### src/rtl/mul_div_unit.sv
// rtl/mul_div_unit.sv - iterative radix-2 multiply/divide unit with HI/LO registers
module mul_div_unit #(
    parameter int WIDTH = 32,
    parameter int CNT_W = 6
) (
    input  logic             clk,
    input  logic             rst_n,
    input  logic             start,
    input  logic [1:0]       op,
    input  logic [WIDTH-1:0] a,
    input  logic [WIDTH-1:0] b,
    input  logic             flush,
    input  logic             mthi,
    input  logic             mtlo,
    input  logic [WIDTH-1:0] hi_wdata,
    input  logic [WIDTH-1:0] lo_wdata,
    output logic             busy,
    output logic             done,
    output logic [WIDTH-1:0] hi,
    output logic [WIDTH-1:0] lo
);

    typedef enum logic [1:0] {
        S_IDLE = 2'd0,
        S_CALC = 2'd1,
        S_FIX  = 2'd2
    } state_t;

    state_t             state;
    logic [CNT_W-1:0]   cnt;
    logic [WIDTH-1:0]   acc_hi;
    logic [WIDTH-1:0]   acc_lo;
    logic [WIDTH-1:0]   opnd;
    logic [WIDTH-1:0]   a_raw;
    logic               is_div;
    logic               neg_q;
    logic               neg_r;
    logic               b_zero;

    logic               is_signed;
    logic [WIDTH-1:0]   a_mag;
    logic [WIDTH-1:0]   b_mag;
    logic [WIDTH:0]     mul_sum;
    logic [WIDTH:0]     div_shift;
    logic               div_ge;
    logic [WIDTH-1:0]   div_diff;
    logic [2*WIDTH-1:0] prod_mag;
    logic [2*WIDTH-1:0] prod_fix;
    logic [WIDTH-1:0]   quot_fix;
    logic [WIDTH-1:0]   rem_fix;

    assign is_signed = ~op[0];
    assign a_mag     = (is_signed && a[WIDTH-1]) ? -a : a;
    assign b_mag     = (is_signed && b[WIDTH-1]) ? -b : b;

    // Multiply: acc_lo holds the multiplier and shifts out as product bits shift in.
    assign mul_sum   = {1'b0, acc_hi} + (acc_lo[0] ? {1'b0, opnd} : '0);

    // Divide: acc_lo holds the dividend and collects quotient bits from the right.
    assign div_shift = {acc_hi, acc_lo[WIDTH-1]};
    assign div_ge    = (div_shift >= {1'b0, opnd});
    assign div_diff  = div_shift[WIDTH-1:0] - opnd;

    assign prod_mag  = {acc_hi, acc_lo};
    assign prod_fix  = neg_q ? -prod_mag : prod_mag;
    assign quot_fix  = neg_q ? -acc_lo : acc_lo;
    assign rem_fix   = neg_r ? -acc_hi : acc_hi;

    always_ff @(posedge clk or negedge rst_n) begin
        if (!rst_n) begin
            state  <= S_IDLE;
            cnt    <= '0;
            acc_hi <= '0;
            acc_lo <= '0;
            opnd   <= '0;
            a_raw  <= '0;
            is_div <= 1'b0;
            neg_q  <= 1'b0;
            neg_r  <= 1'b0;
            b_zero <= 1'b0;
            busy   <= 1'b0;
            done   <= 1'b0;
            hi     <= '0;
            lo     <= '0;
        end else begin
            done <= 1'b0;
            case (state)
                S_IDLE: begin
                    if (mthi) hi <= hi_wdata;
                    if (mtlo) lo <= lo_wdata;
                    if (start && !flush) begin
                        state  <= S_CALC;
                        busy   <= 1'b1;
                        cnt    <= CNT_W'(WIDTH);
                        is_div <= op[1];
                        neg_q  <= is_signed & (a[WIDTH-1] ^ b[WIDTH-1]);
                        neg_r  <= is_signed & a[WIDTH-1];
                        b_zero <= (b == '0);
                        a_raw  <= a;
                        acc_hi <= '0;
                        acc_lo <= op[1] ? a_mag : b_mag;
                        opnd   <= op[1] ? b_mag : a_mag;
                    end
                end
                S_CALC: begin
                    if (flush) begin
                        state <= S_IDLE;
                        busy  <= 1'b0;
                    end else begin
                        if (is_div) begin
                            acc_hi <= div_ge ? div_diff : div_shift[WIDTH-1:0];
                            acc_lo <= {acc_lo[WIDTH-2:0], div_ge};
                        end else begin
                            {acc_hi, acc_lo} <= {mul_sum, acc_lo[WIDTH-1:1]};
                        end
                        cnt <= cnt - CNT_W'(1);
                        if (cnt == CNT_W'(1)) state <= S_FIX;
                    end
                end
                S_FIX: begin
                    state <= S_IDLE;
                    busy  <= 1'b0;
                    if (!flush) begin
                        done <= 1'b1;
                        if (!is_div) begin
                            {hi, lo} <= prod_fix;
                        end else if (b_zero) begin
                            hi <= a_raw;
                            lo <= '1;
                        end else begin
                            hi <= rem_fix;
                            lo <= quot_fix;
                        end
                    end
                end
                default: begin
                    state <= S_IDLE;
                    busy  <= 1'b0;
                end
            endcase
        end
    end

endmodule

### config.mk
export PLATFORM = sky130hd
export DESIGN_NAME = mul_div_unit
export DESIGN_NICKNAME = d
export VERILOG_FILES = /design/src/rtl/mul_div_unit.sv
export SDC_FILE = /design/constraint.sdc
export NUM_CORES = 1
export LEC_CHECK = 0
export CORE_ASPECT_RATIO = 1.25
export CORE_UTILIZATION = 30
export CTS_BUF_LIST = sky130_fd_sc_hd__clkbuf_2
export CTS_CLUSTER_SIZE = 24
export DETAILED_ROUTE_END_ITERATION = 12
export GPL_TIMING_DRIVEN = 0
export PLACE_DENSITY = 0.58
export SLEW_MARGIN = 20
export SYNTH_ARGS = -nofsm -noshare
export SYNTH_HDL_FRONTEND = slang
export SYNTH_SLANG_ARGS = --single-unit
### constraint.sdc
create_clock -name clk -period 8.5 [get_ports clk]
set_input_delay 0.85 -clock clk [delete_from_list [all_inputs] [get_ports clk]]
set_output_delay 0.85 -clock clk [all_outputs]
set_load 0.01 [all_outputs]
==> results of run 1 <==
stage by stage:
step	util	setup TNS [ns]
final	0.367	0
after global routing	0.367	0
after CTS	0.367	0
after detailed placement	0.358	0
after global placement	0.357	-528.51
after floorplan	-	0
cell usage after synthesis (20+ instances only):
cell type	n	area share
and3_1	23	0.0083
o22ai_1	45	0.016
ha_1	70	0.051
o211ai_1	32	0.014
a21o_1	32	0.014
mux2i_1	68	0.039
o31ai_1	36	0.016
clkbuf_1	139	0.030
dfrtp_1	206	0.30
nor3_1	33	0.0096
nor2_1	188	0.041
inv_1	75	0.016
nand2b_1	20	0.0073
xor2_1	58	0.029
o21ai_0	214	0.062
nand3_1	49	0.014
a211oi_1	23	0.010
a21oi_1	198	0.057
xnor2_1	140	0.071
or3_1	24	0.0087
nand2_1	321	0.070
worst paths after layout:
| path | start | end | cells past startpoint |
|---|---|---|---|
| max | acc_lo[0]$_DFFE_PN0P_ | acc_hi[31]$_DFFE_PN0P_ | 13 |
| min in group asynchronous | rst_n | lo[18]$_DFFE_PN0P_ | 2 |
| max reg2reg | acc_lo[0]$_DFFE_PN0P_ | acc_hi[31]$_DFFE_PN0P_ | 13 |
| min | start | state[0]$_DFFE_PN0P_ | 3 |
| min reg2reg | lo[3]$_DFFE_PN0P_ | lo[3]$_DFFE_PN0P_ | 2 |
| max in group asynchronous | rst_n | acc_hi[18]$_DFFE_PN0P_ | 4 |
layer usage:
layer  vias to the layer above  track usage  share of wire
li1                       8570            -              -
met1                      9005        0.326           0.40
met2                       894        0.430           0.46
met3                       206       0.0416          0.074
met4                         2        0.157          0.066
met5                         -            0        0.00016
critical path, stage by stage (launching register included):
cell and delay (ns):
dfrtp_1 0.56, inv_1 0.24, clkbuf_1 0.47, nor2_1 0.11
ha_1 0.38, and4_1 0.26, a21boi_0 0.19, a41o_1 0.26
o211ai_1 0.21, a21oi_1 0.39, o211ai_1 0.23, o21ai_0 0.56
a41oi_1 0.19, o31ai_1 0.29
power groups by stage:
| stage | clock network (mW) | registers (mW) | logic [mW] |
|---|---|---|---|
| detailed placement | 0 | 1.52 | 3.40 |
| global placement | 0 | 1.51 | 3.37 |
| global route | 0.791 | 1.53 | 3.78 |
| finish | 0.733 | 1.51 | 3.48 |
| floorplan | 0 | 1.42 | 2.35 |
| CTS | 0.751 | 1.50 | 3.42 |
kinds of logic (layout without fill, tap and decap cells):
family          after synthesis  in the layout  share of synthesized area
xor+xnor                    198            198                      0.101
fa+ha+maj                    72             72                     0.0531
buf+inv                     232            529                     0.0513
mux                          78             78                     0.0460
compound gates              711            711                      0.253
other cells                   0              1                          0
flops                       206            206                      0.299
simple gates                752            752                      0.197
what timing repair did:
action	4_1_cts	5_1_grt
hold buffers	1	0
resized for setup	0	0
endpoints found under the hold margin	42	0
flip-flops by register name (all words and copies together) (netlist names):
register and cells:
is_div 1, busy 1, cnt 6, acc_lo 32, state 2, neg_r 1
a_raw 32, opnd 32, b_zero 1, acc_hi 32, neg_q 1, hi 32
done 1, lo 32
final cells by class:
cell class | instances | area share
Tap cell | 742 | 0.0448
Inverter | 75 | 0.0136
Sequential cell | 206 | 0.249
Clock inverter | 20 | 0.00447
Buffer | 157 | 0.0291
Clock buffer | 75 | 0.0181
Antenna cell | 1 | 0.000121
Timing Repair Buffer | 202 | 0.0996
Multi-Input combinational cell | 1811 | 0.541
cell usage in the layout (no fill, tap or decap), types with 23 or more instances in the layout:
cell type / netlist / final
nand2_1: 321 / 321
o21ai_0: 214 / 214
dfrtp_1: 206 / 206
a21oi_1: 198 / 198
clkdlybuf4s50_1: 0 / 198
nor2_1: 188 / 188
xnor2_1: 140 / 140
clkbuf_1: 139 / 139
inv_1: 75 / 75
clkbuf_2: 0 / 75
ha_1: 70 / 70
mux2i_1: 68 / 68
xor2_1: 58 / 58
nand3_1: 49 / 49
o22ai_1: 45 / 45
o31ai_1: 36 / 36
nor3_1: 33 / 32
o211ai_1: 32 / 32
a21o_1: 32 / 32
or3_1: 24 / 24
a211oi_1: 23 / 23
and3_1: 23 / 23
==> summary.md, run 1 <==
| Metric | Value |
|---|---|
| Setup repair after global routing missed its margin | `false` |
| Syn_area_per_cell | `7.67 um^2` |
| Critical Path AT | `5.34 ns` |
| Crit path required time | `9.38 ns` |
| Reg clk slew, reported paths | `0.13 ns` |
| Gr usage total | `0.264` |
| Vias | `18,700` |
| Post-CTS setup repair buffer count | `0` |
| Final period util | `0.525` |
| Initial DRC count | `1,857` |
| Ports | `202` |
| Die span in x | `216 um` |
| Synthesized Nets | `2,457` |
| Worst clock skew | `0.0691 ns` |
| Yosys warnings | `0` |
| Num rows | `97` |
| Unique masters post-synth | `74` |
| Minimum clock period | `4.47 ns` |
| Vias in the first global route | `18,400` |
| Endpoint type of the worst setup path | `flop` |
| DP HPWL | `63.4 mm` |
| P_int | `2.81 mW` |
| Min-Delay Path Class | `in2reg` |
| PortBufs | `199` |
| Initial antenna violation count | `2` |
| Clk Latency, worst-skew pair | `0.99 ns` |
| CTS root buffer | `clkbuf_2` |
| CORE AREA | `56,400 um^2` |
| Slew Limit Headroom | `0.203` |
| Setup-failing EPs final | `0` |
| Switching Share | `0.509` |
| Dpl cells | `3,192` |
| Fin. Hold Viols | `0` |
| Post-synth EDFFs | `0` |
| Number of remaining DRC errors | `0` |
| Critical Path Fanout Max | `10` |
| Sequential power share | `0.264` |
| CTS tree | `built` |
| Initial core utilization | `0.306` |
| Max Transition Viols Final | `0` |
| Gpl congestion | `0.965` |
| Register area share after synthesis | `0.299` |
| Status | `finished, final reports clean` |
| Multi-input gate area | `11,200 um^2` |
| Fill count | `6,074` |
| Total Power | `5.73 mW` |
| Clock power frac | `0.128` |
| # nets final | `2,716` |
| Mapped Area | `17,200 um^2` |
| Mean number of vias per cell | `5.68` |
| Net Sw Power | `2.91 mW` |
| Worst-Margin Slew | `1.19 ns` |
| Largest net degree at the start of global routing | `89` |
| Die Footprint | `58,500 um^2` |
| H-tree levels | `2` |
| WHS | `0.331 ns` |
| Peak VDD IR | `0.118 mV` |
| Post-route setup slack | `4.03 ns` |
| Synth async-reset ratio | `1.00` |
| Final instance area | `20,700 um^2` |
| Synthesized flop and latch total | `206` |
| Final cell count without fillers | `3,289` |
| Pre-CTS WS | `4.04 ns` |
| Combinational power share | `0.608` |
| Cell Pwr Density | `276 nW/um^2` |
| Drt pass-1 iters | `6` |
| Total Wirelength | `79.3 mm` |
| Area Overhead vs Synth | `20.1%` |
| Max Fclk | `224 MHz` |
| Reg2reg setup slack | `4.03 ns` |
| Share of layout cells above drive strength 1 | `0.0475` |
| Clk sinks | `206` |
| Maximum root-to-sink buffer count | `3` |
| Worst Setup Start Kind | `flop` |
| Wirelength per Cell | `24.1 um` |
| Synth Flop Type | `dfrtp_1` |
| CTS buffer count | `55` |
| Post-Syn Instances | `2,249` |
| Final ANT Viol Nets | `0` |
| Die Y | `270 um` |
| Critical path class | `reg2reg` |
| Leakage | `8.57 nW` |
| Register area | `5150 um^2` |
| Global-route wire length before repair | `116 mm` |
| Placed inst area | `20,200 um^2` |
| MaxCap Viol Count | `0` |
| Total grt overflow | `0` |
Power figures use the tool's default switching activity.
==> run 2: changes to the inputs <==
==> constraint.sdc (replaced) <==
create_clock -name clk -period 4.6 [get_ports clk]
set_input_delay 0.46 -clock clk [delete_from_list [all_inputs] [get_ports clk]]
set_output_delay 0.46 -clock clk [all_outputs]
set_load 0.01 [all_outputs]
==> summary.md, run 2 (synthesis gave the netlist of run 1 again) <==
| Metric | Value |
|---|---|
| Status | `finished, final reports clean (unchanged)` |
| Clk sinks | `206 (unchanged)` |
| Most frequent CP cell | `buf_2 (was o211ai_1)` |
| CTS root buffer | `clkbuf_2 (unchanged)` |
| Global-route wire length before repair | `117 mm (was 116 mm)` |
| Crit-path leading delay family | `simple AND/OR/NAND/NOR gates (was compound AO/OA/AOI/OAI gates)` |
| Crit-path cells | `inv_1 > clkbuf_1 > ha_1 > nand2b_1 > or4_4 > or3b_1 > buf_2 > or2_1 > buf_2 > nand3_1 > mux2i_1 > o21ai_0 > o22ai_1 (was inv_1 > clkbuf_1 > nor2_1 > ha_1 > and4_1 > a21boi_0 > a41o_1 > o211ai_1 > a21oi_1 > o211ai_1 > o21ai_0 > a41oi_1 > o31ai_1)` |
| Max Fclk | `232 MHz (was 224 MHz)` |
| Worst Setup Start Kind | `flop (unchanged)` |
| Min-Delay Path Class | `in2reg (unchanged)` |
| Initial DRC count | `1,735 (was 1,857)` |
| # nets final | `2,719 (was 2,716)` |
| Wirelength per Cell | `24.1 um (about the same)` |
| MaxCap Viol Count | `0 (unchanged)` |
| Largest net degree at the start of global routing | `89 (unchanged)` |
| Post-CTS setup repair buffer count | `0 (unchanged)` |
| CTS tree | `built (unchanged)` |
| Vias | `18,600 (was 18,700)` |
| Final cell count without fillers | `3,292 (was 3,289)` |
| CTS buffer count | `55 (unchanged)` |
| R2R cell count | `13 (unchanged)` |
| Initial core utilization | `0.306 (unchanged)` |
| Share of layout cells above drive strength 1 | `0.0483 (was 0.0475)` |
| Worst clock skew | `0.0781 ns (was 0.0691 ns)` |
| Critical Path AT | `5.20 ns (was 5.34 ns)` |
| DP HPWL | `63.4 mm (unchanged)` |
| Setup repair after global routing missed its margin | `false (unchanged)` |
| Gpl congestion | `0.965 (unchanged)` |
| Commonest cells after routing, fill and taps aside | `nand2_1 (321), o21ai_0 (213), dfrtp_1 (206) (was nand2_1 (321), o21ai_0 (214), dfrtp_1 (206))` |
| Stages on the worst setup path | `13 (unchanged)` |
| Leakage | `8.59 nW (was 8.57 nW)` |
| Fin. Hold Viols | `0 (unchanged)` |
| CP max stage delay | `0.60 ns (was 0.56 ns)` |
| Number of remaining DRC errors | `0 (unchanged)` |
| Worst Path Buf+Inv | `4 (was 2)` |
| CP max-delay cell | `clkbuf_1 (was dfrtp_1)` |
| Vias in the first global route | `18,400 (unchanged)` |
| Worst Hold Depth | `3 (unchanged)` |
| Final ANT Viol Nets | `0 (unchanged)` |
| Maximum root-to-sink buffer count | `3 (unchanged)` |
| Mean number of vias per cell | `5.66 (was 5.68)` |
| Dpl cells | `3,192 (unchanged)` |
| Setup_tns | `0 ns (unchanged)` |
| WHS | `0.0758 ns (was 0.331 ns)` |
| Die span in x | `216 um (unchanged)` |
| Drt pass-1 iters | `6 (unchanged)` |
| Endpoint type of the worst setup path | `flop (unchanged)` |
| Max Transition Viols Final | `0 (unchanged)` |
| Slew Limit Headroom | `0.224 (was 0.203)` |
| Minimum clock period | `4.32 ns (was 4.47 ns)` |
| PortBufs | `199 (unchanged)` |
| Gr usage total | `0.264 (about the same)` |
| Cell Pwr Density | `509 nW/um^2 (was 276 nW/um^2)` |
| Final period util | `0.939 (was 0.525)` |
| Clk Latency, worst-skew pair | `1.01 ns (was 0.99 ns)` |
| Reg clk slew, reported paths | `0.11 ns (was 0.13 ns)` |
| Critical path class | `reg2reg (unchanged)` |
| Area Overhead vs Synth | `20.4% (was 20.1%)` |
| Setup-failing EPs final | `0 (unchanged)` |
| Die Footprint | `58,500 um^2 (unchanged)` |
| Ports | `202 (unchanged)` |
| Num rows | `97 (unchanged)` |
| Peak VDD IR | `0.219 mV (was 0.118 mV)` |
| CORE AREA | `56,400 um^2 (unchanged)` |
| Total Wirelength | `79.4 mm (was 79.3 mm)` |
| Crit path required time | `5.48 ns (was 9.38 ns)` |
| Die Y | `270 um (unchanged)` |
| H-tree levels | `2 (unchanged)` |
| Worst-Margin Slew | `1.16 ns (was 1.19 ns)` |
| Commonest non-fill, non-tap cell in the layout | `nand2_1 (unchanged)` |
| Critical Path Fanout Max | `10 (unchanged)` |
| Total grt overflow | `0 (unchanged)` |
| Initial antenna violation count | `2 (unchanged)` |
[run 2: report_power, final]
part           internal, mW  switching, mW  leakage, nW
Clock                 0.455          0.902        0.366
Combinational          2.52           3.91         5.70
Sequential             2.23          0.563         2.52
Total                  5.20           5.37         8.59
[run 2: tightest hold or removal path, stage by stage]
cell,delay (ns)
clkdlybuf4s50_1,0.40
nand3_1,0.07
nand3_1,0.07
[run 2: through the flow]
step | util | power (mW) | setup slack, ns | area [um^2]
after floorplan | - | 6.96 | 1.44 | 17200
final | 0.368 | 10.6 | 0.281 | 20800
after detailed placement | 0.358 | 9.10 | 0.201 | 20200
after CTS | 0.368 | 10.5 | 0.152 | 20800
after global placement | 0.357 | 9.02 | -6.10 | 20200
after global routing | 0.368 | 11.3 | 0.137 | 20800
[run 2: metal layers]
| layer | vias to the layer above | share of wire | track usage |
|---|---|---|---|
| met2 | 868 | 0.46 | 0.430 |
| met1 | 8975 | 0.40 | 0.326 |
| met4 | 2 | 0.066 | 0.159 |
| met3 | 205 | 0.076 | 0.0418 |
| li1 | 8581 | - | - |
| met5 | - | 0.00016 | 0 |
[run 2: worst paths after layout]
check / startpoint / end / slack [ns]
min in group asynchronous: rst_n / lo[18]$_DFFE_PN0P_ / 0.56
max in group asynchronous: rst_n / acc_hi[18]$_DFFE_PN0P_ / 3.10
min reg2reg: lo[3]$_DFFE_PN0P_ / lo[3]$_DFFE_PN0P_ / 0.49
min: hi_wdata[5] / hi[5]$_DFFE_PN0P_ / 0.08
max: acc_lo[0]$_DFFE_PN0P_ / hi[0]$_DFFE_PN0P_ / 0.28
max reg2reg: acc_lo[0]$_DFFE_PN0P_ / hi[0]$_DFFE_PN0P_ / 0.28
[run 2: final cells by class]
cell class / count / area, um^2
flip-flops and latches: 206 / 5150
plain buffers: 157 / 604
repair buffers: 205 / 2110
diodes: 1 / 2.50
multi-input cells: 1811 / 11200
fillers: 6066 / 35700
inverters: 75 / 282
well taps: 742 / 928
clock buffers: 75 / 375
clock inverters: 20 / 92.6
[run 2: timing repair]
item	4_1_cts	5_1_grt
endpoints found under the hold margin	124	0
endpoints found under the setup margin	0	3
hold buffers	4	0
gates resized for setup	0	3
==> run 3: changes to the inputs <==
--- a/config.mk
+++ b/config.mk
@@ -5,6 +5,7 @@
 export SDC_FILE = /design/constraint.sdc
 export NUM_CORES = 1
 export LEC_CHECK = 0
+export CAP_MARGIN = 40
 export CORE_ASPECT_RATIO = 1.25
 export CORE_UTILIZATION = 30
 export CTS_BUF_LIST = sky130_fd_sc_hd__clkbuf_2
==> summary.md, run 3 (synthesis gave the netlist of run 1 again) <==
| Metric | Value |
|---|---|
| Minimum clock period | `4.39 ns (was 4.32 ns)` |
| Gpl congestion | `0.965 (unchanged)` |
| Endpoint type of the worst setup path | `flop (unchanged)` |
| Global-route wire length before repair | `116 mm (was 117 mm)` |
| Cell Pwr Density | `512 nW/um^2 (was 509 nW/um^2)` |
| Clk sinks | `206 (unchanged)` |
| Leakage | `8.67 nW (was 8.59 nW)` |
| Setup repair after global routing missed its margin | `false (unchanged)` |
| Crit path required time | `5.47 ns (was 5.48 ns)` |
| Worst-Margin Slew | `0.952 ns (was 1.16 ns)` |
| Clk Latency, worst-skew pair | `1.04 ns (was 1.01 ns)` |
| Vias | `18,500 (was 18,600)` |
| Reg clk slew, reported paths | `0.11 ns (about the same)` |
| Num rows | `97 (unchanged)` |
| Commonest cells after routing, fill and taps aside | `nand2_1 (321), o21ai_0 (213), dfrtp_1 (206) (unchanged)` |
| Critical Path AT | `5.26 ns (was 5.20 ns)` |
| WHS | `0.0925 ns (was 0.0758 ns)` |
| Gr usage total | `0.264 (about the same)` |
| Reg2reg setup slack | `0.21 ns (was 0.28 ns)` |
| Total grt overflow | `0 (unchanged)` |
| Final period util | `0.954 (was 0.939)` |
| Fin. Hold Viols | `0 (unchanged)` |
| Total Wirelength | `79.4 mm (about the same)` |
| Wirelength per Cell | `24.0 um (was 24.1 um)` |
| Initial core utilization | `0.306 (unchanged)` |
| R2R Path Start | `acc_lo[0]$_DFFE_PN0P_ (unchanged)` |
| H-tree levels | `2 (unchanged)` |
| Placed inst area | `20,300 um^2 (was 20,200 um^2)` |
| Vias in the first global route | `18,200 (was 18,400)` |
| Slew Limit Headroom | `0.365 (was 0.224)` |
| HP Start | `hi_wdata[5] (unchanged)` |
| Largest net degree at the start of global routing | `89 (unchanged)` |
| Final ANT Viol Nets | `0 (unchanged)` |
| CTS root buffer | `clkbuf_2 (unchanged)` |
| Area Overhead vs Synth | `21.4% (was 20.4%)` |
| Final instance area | `20,900 um^2 (was 20,800 um^2)` |
| Total Power | `10.7 mW (was 10.6 mW)` |
| DP HPWL | `63.7 mm (was 63.4 mm)` |
| Drt pass-1 iters | `6 (unchanged)` |
| Die Y | `270 um (unchanged)` |
| Maximum root-to-sink buffer count | `3 (unchanged)` |
| CTS tree | `built (unchanged)` |
| Status | `finished, final reports clean (unchanged)` |
| Max Fclk | `228 MHz (was 232 MHz)` |
| Worst Setup Start Kind | `flop (unchanged)` |
| Critical Path Fanout Max | `10 (unchanged)` |
| Die Footprint | `58,500 um^2 (unchanged)` |
| Min-Delay Path Class | `in2reg (unchanged)` |
| Initial DRC count | `1,794 (was 1,735)` |
| Number of remaining DRC errors | `0 (unchanged)` |
| Ports | `202 (unchanged)` |
| Critical path class | `reg2reg (unchanged)` |
| Commonest non-fill, non-tap cell in the layout | `nand2_1 (unchanged)` |
| Mean number of vias per cell | `5.59 (was 5.66)` |
| Die span in x | `216 um (unchanged)` |
| # nets final | `2,732 (was 2,719)` |
| Max Transition Viols Final | `0 (unchanged)` |
| Post-CTS setup repair buffer count | `0 (unchanged)` |
| Share of layout cells above drive strength 1 | `0.0529 (was 0.0483)` |
| CORE AREA | `56,400 um^2 (unchanged)` |
| Fill count | `6,072 (was 6,066)` |
| Initial antenna violation count | `1 (was 2)` |
| Setup-failing EPs final | `0 (unchanged)` |
| Crit path from | `acc_lo[0]$_DFFE_PN0P_ (unchanged)` |
| Peak VDD IR | `0.208 mV (was 0.219 mV)` |
| Worst clock skew | `0.106 ns (was 0.0781 ns)` |
| PortBufs | `199 (unchanged)` |
| MaxCap Viol Count | `0 (unchanged)` |
| CTS buffer count | `55 (unchanged)` |
run 3: power by group:
group,internal (mW),switching (mW)
logic,2.55,3.95
registers,2.23,0.565
clock network,0.481,0.939
total,5.26,5.46
run 3: worst max-delay path, stage by stage (launching register included):
cell and delay (ns):
dfrtp_1 0.56, inv_1 0.24, clkbuf_1 0.49, nor2_1 0.12
ha_1 0.39, and4_1 0.26, a21boi_0 0.19, a41o_1 0.27
o211ai_1 0.22, a21oi_1 0.39, o211ai_1 0.25, o21ai_1 0.42
a41oi_1 0.18, o31ai_1 0.29
run 3: layer usage:
layer / vias up / wire length, um / GRT usage
li1: 8604 / - / -
met1: 8909 / 31900 / 0.327
met2: 835 / 37200 / 0.438
met3: 183 / 5710 / 0.0400
met4: 0 / 4560 / 0.139
met5: - / 0 / 0
run 3: area by class of cell:
| cell class | instances | area (um^2) | area share |
|---|---|---|---|
| inverter | 75 | 282 | 0.0135 |
| timing repair buffer | 218 | 2240 | 0.107 |
| clock inverter | 23 | 109 | 0.00520 |
| sequential | 206 | 5150 | 0.246 |
| multi-input combinational | 1811 | 11200 | 0.536 |
| tap | 742 | 928 | 0.0444 |
| antenna | 2 | 5.00 | 0.000239 |
| buffer | 157 | 603 | 0.0288 |
| clock buffer | 79 | 395 | 0.0189 |
run 3: repair_timing:
| item | in CTS | in global routing |
|---|---|---|
| gates resized for setup | 0 | 1 |
| endpoints found under the setup margin | 0 | 2 |
| hold buffers | 8 | 0 |
| endpoints found under the hold margin | 129 | 0 |
run 3: metrics by stage:
step / setup TNS, ns / utilization / cells / worst slack, ns
after floorplan: 0 / - / 2249 / 1.44
after global placement: -1251.57 / 0.357 / 3190 / -6.10
after detailed placement: 0 / 0.360 / 3199 / 0.179
after CTS: 0 / 0.370 / 3309 / 0.134
after global routing: 0 / 0.371 / 3312 / 0.0358
final: 0 / 0.371 / 3313 / 0.213
run 3: final timing paths:
check | endpoint | cells after the start
max | acc_hi[31]$_DFFE_PN0P_ | 13
min | hi[5]$_DFFE_PN0P_ | 3
max reg2reg | acc_hi[31]$_DFFE_PN0P_ | 13
min reg2reg | lo[5]$_DFFE_PN0P_ | 2
max in group asynchronous | opnd[29]$_DFFE_PN0P_ | 5
min in group asynchronous | lo[29]$_DFFE_PN0P_ | 4
